**config.mk**
```make
export PLATFORM = sky130hd
export DESIGN_NAME = branch_pred_queue_flat
export DESIGN_NICKNAME = d
export VERILOG_FILES = /design/src/rtl/branch_pred_queue_if.sv /design/src/rtl/branch_pred_queue.sv /design/src/flat_wrapper.sv
export SDC_FILE = /design/constraint.sdc
export NUM_CORES = 1
export LEC_CHECK = 0
export CAP_MARGIN = 20
export CELL_PAD_IN_SITES_DETAIL_PLACEMENT = 1
export CELL_PAD_IN_SITES_GLOBAL_PLACEMENT = 1
export CORE_AREA = 4 4 189 191
export DETAILED_ROUTE_END_ITERATION = 12
export DIE_AREA = 0 0 193 195
export HOLD_SLACK_MARGIN = 0.08
export PLACE_DENSITY = 0.87
export SYNTH_ARGS = -nofsm -noshare
export SYNTH_HDL_FRONTEND = slang
export SYNTH_SLANG_ARGS = --single-unit
export TNS_END_PERCENT = 10
```
**constraint.sdc**
```tcl
create_clock -name clk_i -period 4.3 [get_ports clk_i]
set_input_delay 0.43 -clock clk_i [delete_from_list [all_inputs] [get_ports clk_i]]
set_output_delay 0.43 -clock clk_i [all_outputs]
set_load 0.1 [all_outputs]
```
**src/rtl/branch_pred_queue_if.sv**
```systemverilog
// -----------------------------------------------------------------------------
// branch_pred_queue_if
//
// Bundles the fetch-side push channel, the execute-side resolve channel, the
// queue status flags and the BHT update / redirect outputs of
// branch_pred_queue. Clock and reset are not part of the bundle.
//
// Modports:
//   master : the fetch/execute side. It drives stall, push and resolve and
//            observes status, BHT update and redirect.
//   slave  : the queue itself.
//
// Parameters:
//   PTR_W       log2 of the queue depth (count_o is PTR_W+1 bits wide)
//   INDEX_WIDTH BHT set index width
//   ADDR_WIDTH  PC / target width
// -----------------------------------------------------------------------------
interface branch_pred_queue_if #(
  parameter int PTR_W       = 2,
  parameter int INDEX_WIDTH = 5,
  parameter int ADDR_WIDTH  = 64
);

  // Front-end stall
  logic                   stall_fetch_i;

  // Push channel (fetch-stage predictor)
  logic                   push_i;
  logic [INDEX_WIDTH-1:0] push_index_i;
  logic                   push_pred_taken_i;
  logic [ADDR_WIDTH-1:0]  push_pred_target_i;

  // Queue status
  logic                   full_o;
  logic                   empty_o;
  logic [PTR_W:0]         count_o;
  logic                   overflow_o;

  // Resolve channel (execute stage)
  logic                   resolve_i;
  logic                   resolve_ready_o;
  logic                   resolve_taken_i;
  logic [ADDR_WIDTH-1:0]  resolve_target_i;
  logic [ADDR_WIDTH-1:0]  resolve_next_pc_i;

  // BHT update and front-end redirect
  logic                   bht_update_o;
  logic                   branch_taken_o;
  logic [INDEX_WIDTH-1:0] set_index_exec_o;
  logic                   mispredict_o;
  logic [ADDR_WIDTH-1:0]  redirect_pc_o;

  modport master (
    output stall_fetch_i,
    output push_i, push_index_i, push_pred_taken_i, push_pred_target_i,
    input  full_o, empty_o, count_o, overflow_o,
    output resolve_i, resolve_taken_i, resolve_target_i, resolve_next_pc_i,
    input  resolve_ready_o,
    input  bht_update_o, branch_taken_o, set_index_exec_o,
    input  mispredict_o, redirect_pc_o
  );

  modport slave (
    input  stall_fetch_i,
    input  push_i, push_index_i, push_pred_taken_i, push_pred_target_i,
    output full_o, empty_o, count_o, overflow_o,
    input  resolve_i, resolve_taken_i, resolve_target_i, resolve_next_pc_i,
    output resolve_ready_o,
    output bht_update_o, branch_taken_o, set_index_exec_o,
    output mispredict_o, redirect_pc_o
  );

endinterface : branch_pred_queue_if

```
**src/rtl/branch_pred_queue.sv**
```systemverilog
// -----------------------------------------------------------------------------
// branch_pred_queue
//
// In-order queue of predicted branches sitting between the fetch-stage
// predictor and execute. Each push records the BHT set index, the predicted
// direction and the predicted target. When execute resolves the oldest branch
// the actual outcome is compared with the recorded prediction; the result
// drives the BHT update port one cycle later and, on a mispredict, a
// single-cycle redirect/flush pulse that also empties the queue.
//
// Ports:
//   clk_i     clock, rising edge
//   arstn_i   asynchronous active-low reset
//   bus       branch_pred_queue_if.slave: stall, push channel, resolve
//             channel, status flags, BHT update and redirect outputs
//   stat_branches_o / stat_mispred_o (only with BPQ_STATS_EN)
//             32-bit saturating counters of accepted and mispredicted resolves
//
// Configuration:
//   BPQ_STATS_EN  when defined, adds the two statistics ports and counters.
//                 Core queue behaviour is identical with or without it.
//
// Parameters:
//   DEPTH       in-flight entries, power of two, >= 2
//   PTR_W       log2(DEPTH)
//   INDEX_WIDTH BHT set index width
//   ADDR_WIDTH  PC / target width
// -----------------------------------------------------------------------------
module branch_pred_queue #(
  parameter int DEPTH       = 4,
  parameter int PTR_W       = 2,
  parameter int INDEX_WIDTH = 5,
  parameter int ADDR_WIDTH  = 64
) (
  input  logic                clk_i,
  input  logic                arstn_i,
  branch_pred_queue_if.slave  bus
`ifdef BPQ_STATS_EN
  ,
  output logic [31:0]         stat_branches_o,
  output logic [31:0]         stat_mispred_o
`endif
);

  typedef struct packed {
    logic [INDEX_WIDTH-1:0] index;
    logic                   pred_taken;
    logic [ADDR_WIDTH-1:0]  pred_target;
  } entry_t;

  localparam logic [PTR_W:0] DEPTH_C = (PTR_W + 1)'(DEPTH);

  // ---------------------------------------------------------------------------
  // State
  // ---------------------------------------------------------------------------
  entry_t                 mem [DEPTH];
  logic [PTR_W-1:0]       head_q;
  logic [PTR_W-1:0]       tail_q;
  logic [PTR_W:0]         count_q;
  logic                   overflow_q;

  logic                   bht_update_q;
  logic                   branch_taken_q;
  logic [INDEX_WIDTH-1:0] set_index_q;
  logic                   mispredict_q;
  logic [ADDR_WIDTH-1:0]  redirect_pc_q;

  // ---------------------------------------------------------------------------
  // Handshake decode
  // ---------------------------------------------------------------------------
  logic   full;
  logic   empty;
  logic   resolve_ready;
  logic   push_acc;
  logic   push_drop;
  logic   res_acc;
  logic   mispred;
  logic   flush;
  entry_t head_entry;

  // count is the only full/empty arbiter; head == tail is ambiguous.
  assign full  = (count_q == DEPTH_C);
  assign empty = (count_q == '0);

  // A BHT update held through a stall blocks the next resolve so the held
  // taken/index values cannot be overwritten before the BHT has seen them.
  assign resolve_ready = ~(bht_update_q & bus.stall_fetch_i);

  // full is taken from the current count, so a resolve in the same cycle
  // does not make room for a push.
  assign push_acc  = bus.push_i & ~full & ~bus.stall_fetch_i;
  assign push_drop = bus.push_i & full;
  assign res_acc   = bus.resolve_i & resolve_ready & ~empty;

  assign head_entry = mem[head_q];

  // NOTE: every signal assigned in an always_comb gets a default first, so no
  // path leaves it unassigned and no latch is inferred.
  always_comb begin
    mispred = 1'b0;
    if (head_entry.pred_taken != bus.resolve_taken_i) begin
      mispred = 1'b1;
    end else if (head_entry.pred_taken &&
                 (head_entry.pred_target != bus.resolve_target_i)) begin
      // Direction right but taken to the wrong place.
      mispred = 1'b1;
    end
  end

  assign flush = res_acc & mispred;

  // ---------------------------------------------------------------------------
  // Entry storage
  // ---------------------------------------------------------------------------
  // NOTE: the entry array has no reset; count decides which slots are live,
  // so stale contents are never observed and the array maps onto plain RAM.
  always_ff @(posedge clk_i) begin
    if (push_acc) begin
      mem[tail_q] <= '{index:       bus.push_index_i,
                       pred_taken:  bus.push_pred_taken_i,
                       pred_target: bus.push_pred_target_i};
    end
  end

  // ---------------------------------------------------------------------------
  // Pointers and occupancy
  // ---------------------------------------------------------------------------
  // NOTE: sequential state is written with non-blocking assignments so every
  // register samples pre-edge values regardless of statement order.
  always_ff @(posedge clk_i or negedge arstn_i) begin
    if (!arstn_i) begin
      head_q  <= '0;
      tail_q  <= '0;
      count_q <= '0;
    end else if (flush) begin
      // Everything younger than the mispredicted branch is on the wrong path,
      // including a push arriving in the same cycle.
      head_q  <= '0;
      tail_q  <= '0;
      count_q <= '0;
    end else begin
      // Pointers wrap naturally at DEPTH because DEPTH == 2**PTR_W.
      if (push_acc) tail_q <= tail_q + 1'b1;
      if (res_acc)  head_q <= head_q + 1'b1;
      unique case ({push_acc, res_acc})
        2'b10:   count_q <= count_q + 1'b1;
        2'b01:   count_q <= count_q - 1'b1;
        default: count_q <= count_q;
      endcase
    end
  end

  // Sticky until reset; a flush does not clear it.
  always_ff @(posedge clk_i or negedge arstn_i) begin
    if (!arstn_i) begin
      overflow_q <= 1'b0;
    end else if (push_drop) begin
      overflow_q <= 1'b1;
    end
  end

  // ---------------------------------------------------------------------------
  // BHT update and redirect outputs
  // ---------------------------------------------------------------------------
  always_ff @(posedge clk_i or negedge arstn_i) begin
    if (!arstn_i) begin
      bht_update_q   <= 1'b0;
      branch_taken_q <= 1'b0;
      set_index_q    <= '0;
      mispredict_q   <= 1'b0;
      redirect_pc_q  <= '0;
    end else begin
      // The strobe is held while the front end is stalled because the BHT
      // ignores updates then; it drops on the first unstalled cycle.
      if (res_acc) begin
        bht_update_q   <= 1'b1;
        branch_taken_q <= bus.resolve_taken_i;
        set_index_q    <= head_entry.index;
      end else if (!bus.stall_fetch_i) begin
        bht_update_q   <= 1'b0;
      end

      // The redirect is a one-shot flush request and is never held.
      mispredict_q <= flush;
      if (flush) begin
        redirect_pc_q <= bus.resolve_next_pc_i;
      end
    end
  end

  // ---------------------------------------------------------------------------
  // Optional statistics
  // ---------------------------------------------------------------------------
`ifdef BPQ_STATS_EN
  logic [31:0] stat_branches_q;
  logic [31:0] stat_mispred_q;

  always_ff @(posedge clk_i or negedge arstn_i) begin
    if (!arstn_i) begin
      stat_branches_q <= '0;
      stat_mispred_q  <= '0;
    end else begin
      if (res_acc && (stat_branches_q != '1)) begin
        stat_branches_q <= stat_branches_q + 32'd1;
      end
      if (flush && (stat_mispred_q != '1)) begin
        stat_mispred_q <= stat_mispred_q + 32'd1;
      end
    end
  end

  assign stat_branches_o = stat_branches_q;
  assign stat_mispred_o  = stat_mispred_q;
`endif

  // ---------------------------------------------------------------------------
  // Port drive
  // ---------------------------------------------------------------------------
  assign bus.full_o           = full;
  assign bus.empty_o          = empty;
  assign bus.count_o          = count_q;
  assign bus.overflow_o       = overflow_q;
  assign bus.resolve_ready_o  = resolve_ready;
  assign bus.bht_update_o     = bht_update_q;
  assign bus.branch_taken_o   = branch_taken_q;
  assign bus.set_index_exec_o = set_index_q;
  assign bus.mispredict_o     = mispredict_q;
  assign bus.redirect_pc_o    = redirect_pc_q;

endmodule : branch_pred_queue

```
**src/flat_wrapper.sv**
```systemverilog
// flat-port wrapper written by rule: the top's interface ports become plain ports
module branch_pred_queue_flat 
#(
  parameter int DEPTH       = 4,
  parameter int PTR_W       = 2,
  parameter int INDEX_WIDTH = 5,
  parameter int ADDR_WIDTH  = 64
)
  (clk_i, arstn_i, bus_stall_fetch_i, bus_push_i, bus_push_index_i, bus_push_pred_taken_i, bus_push_pred_target_i, bus_full_o, bus_empty_o, bus_count_o, bus_overflow_o, bus_resolve_i, bus_resolve_taken_i, bus_resolve_target_i, bus_resolve_next_pc_i, bus_resolve_ready_o, bus_bht_update_o, bus_branch_taken_o, bus_set_index_exec_o, bus_mispredict_o, bus_redirect_pc_o);
  branch_pred_queue_if #(.PTR_W(PTR_W), .INDEX_WIDTH(INDEX_WIDTH), .ADDR_WIDTH(ADDR_WIDTH)) bus_i ();
  input  logic clk_i;
  input  logic arstn_i;
  input wire logic [$bits(bus_i.stall_fetch_i)-1:0] bus_stall_fetch_i;
  input wire logic [$bits(bus_i.push_i)-1:0] bus_push_i;
  input wire logic [$bits(bus_i.push_index_i)-1:0] bus_push_index_i;
  input wire logic [$bits(bus_i.push_pred_taken_i)-1:0] bus_push_pred_taken_i;
  input wire logic [$bits(bus_i.push_pred_target_i)-1:0] bus_push_pred_target_i;
  output wire logic [$bits(bus_i.full_o)-1:0] bus_full_o;
  output wire logic [$bits(bus_i.empty_o)-1:0] bus_empty_o;
  output wire logic [$bits(bus_i.count_o)-1:0] bus_count_o;
  output wire logic [$bits(bus_i.overflow_o)-1:0] bus_overflow_o;
  input wire logic [$bits(bus_i.resolve_i)-1:0] bus_resolve_i;
  input wire logic [$bits(bus_i.resolve_taken_i)-1:0] bus_resolve_taken_i;
  input wire logic [$bits(bus_i.resolve_target_i)-1:0] bus_resolve_target_i;
  input wire logic [$bits(bus_i.resolve_next_pc_i)-1:0] bus_resolve_next_pc_i;
  output wire logic [$bits(bus_i.resolve_ready_o)-1:0] bus_resolve_ready_o;
  output wire logic [$bits(bus_i.bht_update_o)-1:0] bus_bht_update_o;
  output wire logic [$bits(bus_i.branch_taken_o)-1:0] bus_branch_taken_o;
  output wire logic [$bits(bus_i.set_index_exec_o)-1:0] bus_set_index_exec_o;
  output wire logic [$bits(bus_i.mispredict_o)-1:0] bus_mispredict_o;
  output wire logic [$bits(bus_i.redirect_pc_o)-1:0] bus_redirect_pc_o;
  assign bus_i.stall_fetch_i = bus_stall_fetch_i;
  assign bus_i.push_i = bus_push_i;
  assign bus_i.push_index_i = bus_push_index_i;
  assign bus_i.push_pred_taken_i = bus_push_pred_taken_i;
  assign bus_i.push_pred_target_i = bus_push_pred_target_i;
  assign bus_full_o = bus_i.full_o;
  assign bus_empty_o = bus_i.empty_o;
  assign bus_count_o = bus_i.count_o;
  assign bus_overflow_o = bus_i.overflow_o;
  assign bus_i.resolve_i = bus_resolve_i;
  assign bus_i.resolve_taken_i = bus_resolve_taken_i;
  assign bus_i.resolve_target_i = bus_resolve_target_i;
  assign bus_i.resolve_next_pc_i = bus_resolve_next_pc_i;
  assign bus_resolve_ready_o = bus_i.resolve_ready_o;
  assign bus_bht_update_o = bus_i.bht_update_o;
  assign bus_branch_taken_o = bus_i.branch_taken_o;
  assign bus_set_index_exec_o = bus_i.set_index_exec_o;
  assign bus_mispredict_o = bus_i.mispredict_o;
  assign bus_redirect_pc_o = bus_i.redirect_pc_o;
  branch_pred_queue #(.DEPTH(DEPTH), .PTR_W(PTR_W), .INDEX_WIDTH(INDEX_WIDTH), .ADDR_WIDTH(ADDR_WIDTH)) u_core (.clk_i(clk_i), .arstn_i(arstn_i), .bus(bus_i));
endmodule
```
==> impl_results.md, run 1 <==
* Outcome: finished clean
* Critical Path Fanout Max at 24
* Max-slew violation count at 0
* Num CTS Buffers at 40
* PostCTS Resize Cnt at 0
* Global-route wire length before repair at 58420 um
* Global placer's final weighted congestion at 0.8455
* Vias per std cell at 5.337
* Simple-Gate Fraction of Synth Area at 2.227%
* Mean post-synth cell area at 19.42 um2
* Share of layout cells above drive strength 1 at 20.90%
* Critical Setup Path Class: flip-flop to flip-flop
* Longest Clk Path Bufs at 3
* Leak pwr at 6.914 nW
* Max_cap viols at 0
* Compound-gate portion of the synthesized area at 2.980%
* DR vias at 8385
* Post-route ant nets at 0
* Post-synthesis mux area share at 18.56%
* Ys Warns at 0
* GRT overflow at 0
* Skew final at 22.90 ps
* Worst-Margin Slew at 1089 ps
* Relative slew slack at 27.19%
* Peak VDD IR at 0.0006858 V
* Synthesized instance count at 761
* CTS tree: built
* Die Area at 37640 um2
* Kind of end point of the critical path: flip-flop
* Placed wire-length estimate at 27310 um
* Hold Crit Class: primary input to async pin
* CP required at 4700 ps
* Unrepaired setup endpoints after global routing: false
* Final min period at 3980 ps
* Seq/Total Area, Yosys at 70.44%
* Top-area cell type share of the netlist area at 56.90%
* Clock transition at path regs at 60 ps
* Starting Density at 43.31%
* Final hold violations at 0
* Top Ports at 283
* Gr usage total at 20.62%
* Ys async rst share at 22.22%
* Final wirelength at 39670 um
* XOR/XNOR Fraction of Synth Area at 2.963%
* Crit path launch type: flip-flop
* H-tree Lvls at 2
* Netlist Area Pre-Place at 14780 um2
* Sinks on Clock Net at 360
* Power Total at 14.51 mW
* Initial antenna violation count at 5
* Final Net Count at 1294
* Number of global-route vias before repair at 9266
* Power Density at 739.1 nW/um2
* Hold slack final at 467.4 ps
* Primary FF master, synth: edfxtp_1
* Row count at 68
* Synth top area cells: edfxtp_1 57%, dfrtp_1 14%, mux4_2 8.1%
* EDFF count, synth at 280
* Port buffer count at 282
* Final Cycle Share at 92.57%
* WL/cell at 25.25 um
* Largest family of logic cells by synthesized area: multiplexers
* Worst-Skew Late Latency at 530 ps
* Horiz. Die Dim at 193 um
* Largest net degree at the start of global routing at 81
* DR DRC count at 0
* Post-synth top area cell: edfxtp_1
* Die height at 195 um
* Drt first pass iters at 8
* Max frequency at 251.2 MHz
* Initial DRC count at 573
* Adder-cell share of the synthesized area at 0.5588%
* Synthesized flop and latch total at 360
* CTS root buffer: clkbuf_16
* Final setup viols at 0
* Synth unique cells at 59
* Area growth, synth to finish at 32.88%
* Core Box Area at 34120 um2
* Syn nets at 971
* Data arrival time of the critical path at 4380 ps
worst max-delay path, stage by stage (launching register included):
cell	delay (ps)
dfrtp_4	690
buf_12	250
mux4_2	510
a222oi_1	300
nand4_1	160
a2111oi_2	370
nand4_1	300
o41ai_4	460
buf_12	220
buf_12	200
mux2_2	350
state kept, by name, summed over array words and instances (netlist names):
name	flops
u_core.bus.bht_update_o	1
u_core.bus.overflow_o	1
u_core.bus.branch_taken_o	1
u_core.head_q	2
u_core.mem	280
u_core.bus.count_o	3
u_core.bus.redirect_pc_o	64
u_core.bus.set_index_exec_o	5
u_core.bus.mispredict_o	1
u_core.tail_q	2
kinds of logic (layout without fill, tap and decap cells):
| logic type | after synthesis | after routing |
|---|---|---|
| AOI/OAI and AO/OA | 56 | 56 |
| xor gates and xnor gates | 50 | 50 |
| adders and majority gates | 6 | 6 |
| buffers and inverters | 50 | 404 |
| DFF | 360 | 360 |
| muxes | 178 | 178 |
| other | 0 | 1 |
| and+or+nand+nor | 61 | 61 |
report_power, final:
part | switching [mW] | internal, mW | leakage (nW)
clock | 1.35 | 2.13 | 0.665
combinational | 4.19 | 2.08 | 2.76
sequential | 0.363 | 4.40 | 3.49
per-layer routing:
layer	GRT usage (%)	vias to the layer above	share of wire (%)	wire length, um
met3	5.810	63	8.5	3371
met4	5.193	8	2.0	811
li1	-	3676	-	-
met5	0	-	0.12	47
met2	35.48	337	52	20460
met1	25.83	4301	38	14980
final cells by class:
| type | count | area (um2) |
|---|---|---|
| clock buffer | 53 | 1111 |
| fill | 3031 | 14480 |
| antenna | 1 | 2.502 |
| tap | 455 | 569.3 |
| clock inverter | 20 | 236.5 |
| inverter | 21 | 78.83 |
| multi-input combinational | 351 | 4064 |
| sequential | 360 | 10420 |
| timing repair buffer | 310 | 3158 |
cell usage after synthesis (all sizes together) (8+ instances only):
cell	count
edfxtp	280
dfrtp	80
mux2	78
mux4	54
mux2i	46
xnor2	32
buf	26
inv	20
xor2	18
nand2	10
nor2	9
a21oi	8
o22ai	8
cell usage in the layout, fill, tap and decap left out, types with 3 or more instances in the layout:
master	Yosys	layout
a21oi_1	8	8
a221oi_1	3	3
a222oi_1	4	4
a2bb2oi_1	3	3
and2_1	7	3
and2_4	0	4
buf_12	5	10
buf_4	5	17
bufinv_16	0	5
clkbuf_1	3	8
clkbuf_16	0	41
clkbuf_8	0	4
clkdlybuf4s50_1	0	281
clkinv_1	1	6
clkinv_2	0	6
dfrtp_1	80	78
edfxtp_1	280	280
ha_1	5	5
inv_1	19	19
mux2_2	29	29
mux2_4	49	49
mux2i_1	46	46
mux4_2	53	53
nand2_1	10	10
nand3_1	5	5
nand4_1	7	7
nor2_1	9	9
nor2b_1	4	4
nor3_1	5	4
nor4_1	5	5
o21ai_0	5	5
o221ai_1	3	3
o22ai_1	8	8
xnor2_1	32	32
xor2_1	18	18
worst paths after layout:
| kind | from | end | slack (ps) | cells after the start |
|---|---|---|---|---|
| max | u_core.head_q[0] | u_core.bus.redirect_pc_o[9] | 320 | 10 |
| max in group asynchronous | arstn_i | u_core.bus.redirect_pc_o[59] | 3220 | 3 |
| min | arstn_i | u_core.bus.redirect_pc_o[47] | 470 | 2 |
| min reg2reg | u_core.bus.overflow_o | u_core.bus.overflow_o | 470 | 1 |
| max reg2reg | u_core.head_q[0] | u_core.bus.redirect_pc_o[9] | 320 | 10 |
| min in group clk_i | u_core.bus.overflow_o | u_core.bus.overflow_o | 470 | 1 |
what timing repair did:
item,4_1_cts,5_1_grt
endpoints found under the hold margin,0,37
hold buffers,0,1
setup buffers,0,0
per-stage QoR:
stage	TNS (ps)	cells	worst slack [ps]	area [um2]	utilization, %
2_1_floorplan	-8568	761	-40.80	14790	-
3_3_place_gp	0	1494	418.6	18250	53.49
3_5_place_dp	0	1494	360.6	18250	53.49
4_1_cts	0	1567	306.4	19600	57.44
5_1_grt	0	1571	96.01	19640	57.56
6_report	0	1571	319.6	19640	57.56
(Power assumes the default switching activity.)
==> run 2: changes to the inputs <==
--- a/config.mk
+++ b/config.mk
@@ -5,6 +5,7 @@
 export SDC_FILE = /design/constraint.sdc
 export NUM_CORES = 1
 export LEC_CHECK = 0
+export ABC_CLOCK_PERIOD_IN_PS = 4300
 export CAP_MARGIN = 20
 export CELL_PAD_IN_SITES_DETAIL_PLACEMENT = 1
 export CELL_PAD_IN_SITES_GLOBAL_PLACEMENT = 1
==> results of run 2 <==
The final DEF is identical to that of run 1; final timing and power are the same.
==> edit, RTL diff (flow settings as in run 2) <==
`INDEX_WIDTH` is set to 5 in 3 places; all go to 6.
--- a/src/rtl/branch_pred_queue_if.sv
+++ b/src/rtl/branch_pred_queue_if.sv
@@ -18,5 +18,5 @@
 interface branch_pred_queue_if #(
   parameter int PTR_W       = 2,
-  parameter int INDEX_WIDTH = 5,
+  parameter int INDEX_WIDTH = 6,
   parameter int ADDR_WIDTH  = 64
 );
--- a/src/rtl/branch_pred_queue.sv
+++ b/src/rtl/branch_pred_queue.sv
@@ -30,5 +30,5 @@
   parameter int DEPTH       = 4,
   parameter int PTR_W       = 2,
-  parameter int INDEX_WIDTH = 5,
+  parameter int INDEX_WIDTH = 6,
   parameter int ADDR_WIDTH  = 64
 ) (
--- a/src/flat_wrapper.sv
+++ b/src/flat_wrapper.sv
@@ -4,5 +4,5 @@
   parameter int DEPTH       = 4,
   parameter int PTR_W       = 2,
-  parameter int INDEX_WIDTH = 5,
+  parameter int INDEX_WIDTH = 6,
   parameter int ADDR_WIDTH  = 64
 )
Interface: changed (resized bus_push_index_i and bus_set_index_exec_o); port bits go from 283 to 285. The function was not compared with the original's and may differ.
==> edit against run 2 <==
  * Sequential share of layout area down 0.26 points
  * Hold slack worse by 0.12 ns
  * Setup slack worse by 0.16 ns
  * Count of clock-buffer cells in the layout up 1
  * Highest routed layer unchanged
  * Final area up 1.9%
  * Critical path type unchanged
  * Wire length up 13%
  * Clock skew up 0.0040 ns
  * Power up 5.5%
  * Area after synthesis up 2.9%
  * Sequential power up 3%
  * Sequential cell count up 5
==> edit: results (changes against run 2) <==
Status
  – Outcome: completed (unchanged)

GRT
  – GR Layer Usage met2: 41.3% (was 35.5%)
  – GR met1 Demand/Resource: 29.9% (was 25.8%)
  – Via count of the first global-routing pass: 10200 (was 9266)

Critical path
  – FF-to-FF End: u_core.bus.redirect_pc_o[39] (was u_core.bus.redirect_pc_o[9])
  – Crit path DAT: 4.56 ns (was 4.38 ns)
  – Worst path max stage delay: 0.81 ns (was 0.69 ns)
  – Worst Setup EP: u_core.bus.redirect_pc_o[39] (was u_core.bus.redirect_pc_o[9])
  – R2R Setup Slk: 0.16 ns (was 0.32 ns)
  – Path depth of the worst reg2reg path: 11 (was 10)
  – CP top delay family: simple AND/OR/NAND/NOR gates (was compound AO/OA/AOI/OAI gates)

Synth
  – Ys async rst share: 22.2% (about the same)
  – Yosys cell types: 64 (was 59)
  – Sequential fraction of the synthesis area: 69.4% (was 70.4%)
  – EDFF count, synth: 284 (was 280)
  – Synth area leaders: edfxtp_1 (56%), dfrtp_1 (13%), mux2_4 (6.2%), mux4_2 (5.0%), mux2i_1 (4.8%) (was edfxtp_1 (57%), dfrtp_1 (14%), mux4_2 (8.1%), mux2_4 (5.0%), mux2i_1 (3.1%))
  – Synthesized netlist cell count: 834 (was 761)
  – Top post-synthesis cells by count: edfxtp_1 (284), dfrtp_1 (81), mux2i_1 (73) (was edfxtp_1 (280), dfrtp_1 (80), mux4_2 (53))

Place
  – Pre-CTS WS: 0.297 ns (was 0.361 ns)
  – Post-DP HPWL: 30800 um (was 27300 um)
  – DP Cell Count: 1559 (was 1494)
  – Final GP Congestion: 0.829 (was 0.846)

Drt
  – Routed met3 length: 2970 um (was 3370 um)
  – Avg Vias per Cell: 5.62 (was 5.34)
  – DRT iter0 DRCs: 647 (was 573)
  – Met2 wire len: 23500 um (was 20500 um)
  – Final wirelength: 44800 um (was 39700 um)
  – Wire length per cell: 27.4 um (was 25.3 um)
  – Pre-Repair DR Iteration Count: 5 (was 8)
  – Met1 wire length: 17200 um (was 15000 um)

STA
  – Least-Margin Pin Slew: 1.08 ns (was 1.09 ns)
  – Worst hold slack: 0.343 ns (was 0.467 ns)

Finish
  – # fillers: 3020 (was 3031)
  – Multi-input gates: 420 (was 351)
  – Ant diodes: 3 (was 1)

Power
  – Peak supply drop: 0.658 mV (was 0.686 mV)
==> edit: cell types whose count changed after synthesis, moves of 6 or more <==
| cell | delta |
|---|---|
| buf_6 | +15 |
| nand2_1 | +7 |
| inv_1 | -8 |
| nor2_1 | +12 |
| mux2_2 | -11 |
| mux2_4 | +14 |
| xnor2_1 | -16 |
| mux2i_1 | +27 |
| mux4_2 | -19 |
| nor3_1 | +6 |
==> edit: repair_timing <==
item / 4_1_cts / 5_1_grt
hold buffers: 1 / 0
setup endpoints to repair: 0 / 0
hold endpoints to repair: 20 / 0
==> edit: kinds of logic after synthesis <==
group | count (synthesis) | synth area share, %
flip-flops | 365 | 69.4
XOR/XNOR | 33 | 1.90
AO/OA/AOI/OAI | 83 | 4.29
AND/OR/NAND/NOR | 109 | 3.87
adder cells (fa/ha/maj) | 6 | 0.543
multiplexers | 189 | 17.5
buffers and inverters | 49 | 2.49
==> edit: power groups by stage <==
stage / clock, W / combinational, W / sequential [W]
after floorplan: 0 / 0.00246 / 0.00747
after global placement: 0 / 0.00661 / 0.00490
after detailed placement: 0 / 0.00678 / 0.00496
after CTS: 0.00364 / 0.00684 / 0.00491
after global routing: 0.00379 / 0.00705 / 0.00496
final: 0.00358 / 0.00682 / 0.00491
==> edit: worst register-to-register path, stage by stage (launching register included) <==
cell and delay, ns:
dfrtp_4 0.81, buf_12 0.35, buf_4 0.30, mux4_2 0.34, xor2_1 0.16, nor4_1 0.49, nand4_1 0.24, nor4_2 0.46
nor3b_2 0.12, buf_12 0.19, buf_4 0.23, mux2_4 0.33
==> edit: per-stage QoR <==
stage	utilization, %	instance area, um^2
after global placement	54.5	18600
after detailed placement	54.5	18600
after CTS	58.6	20000
after global routing	58.6	20000
final	58.7	20000
after floorplan	-	15200
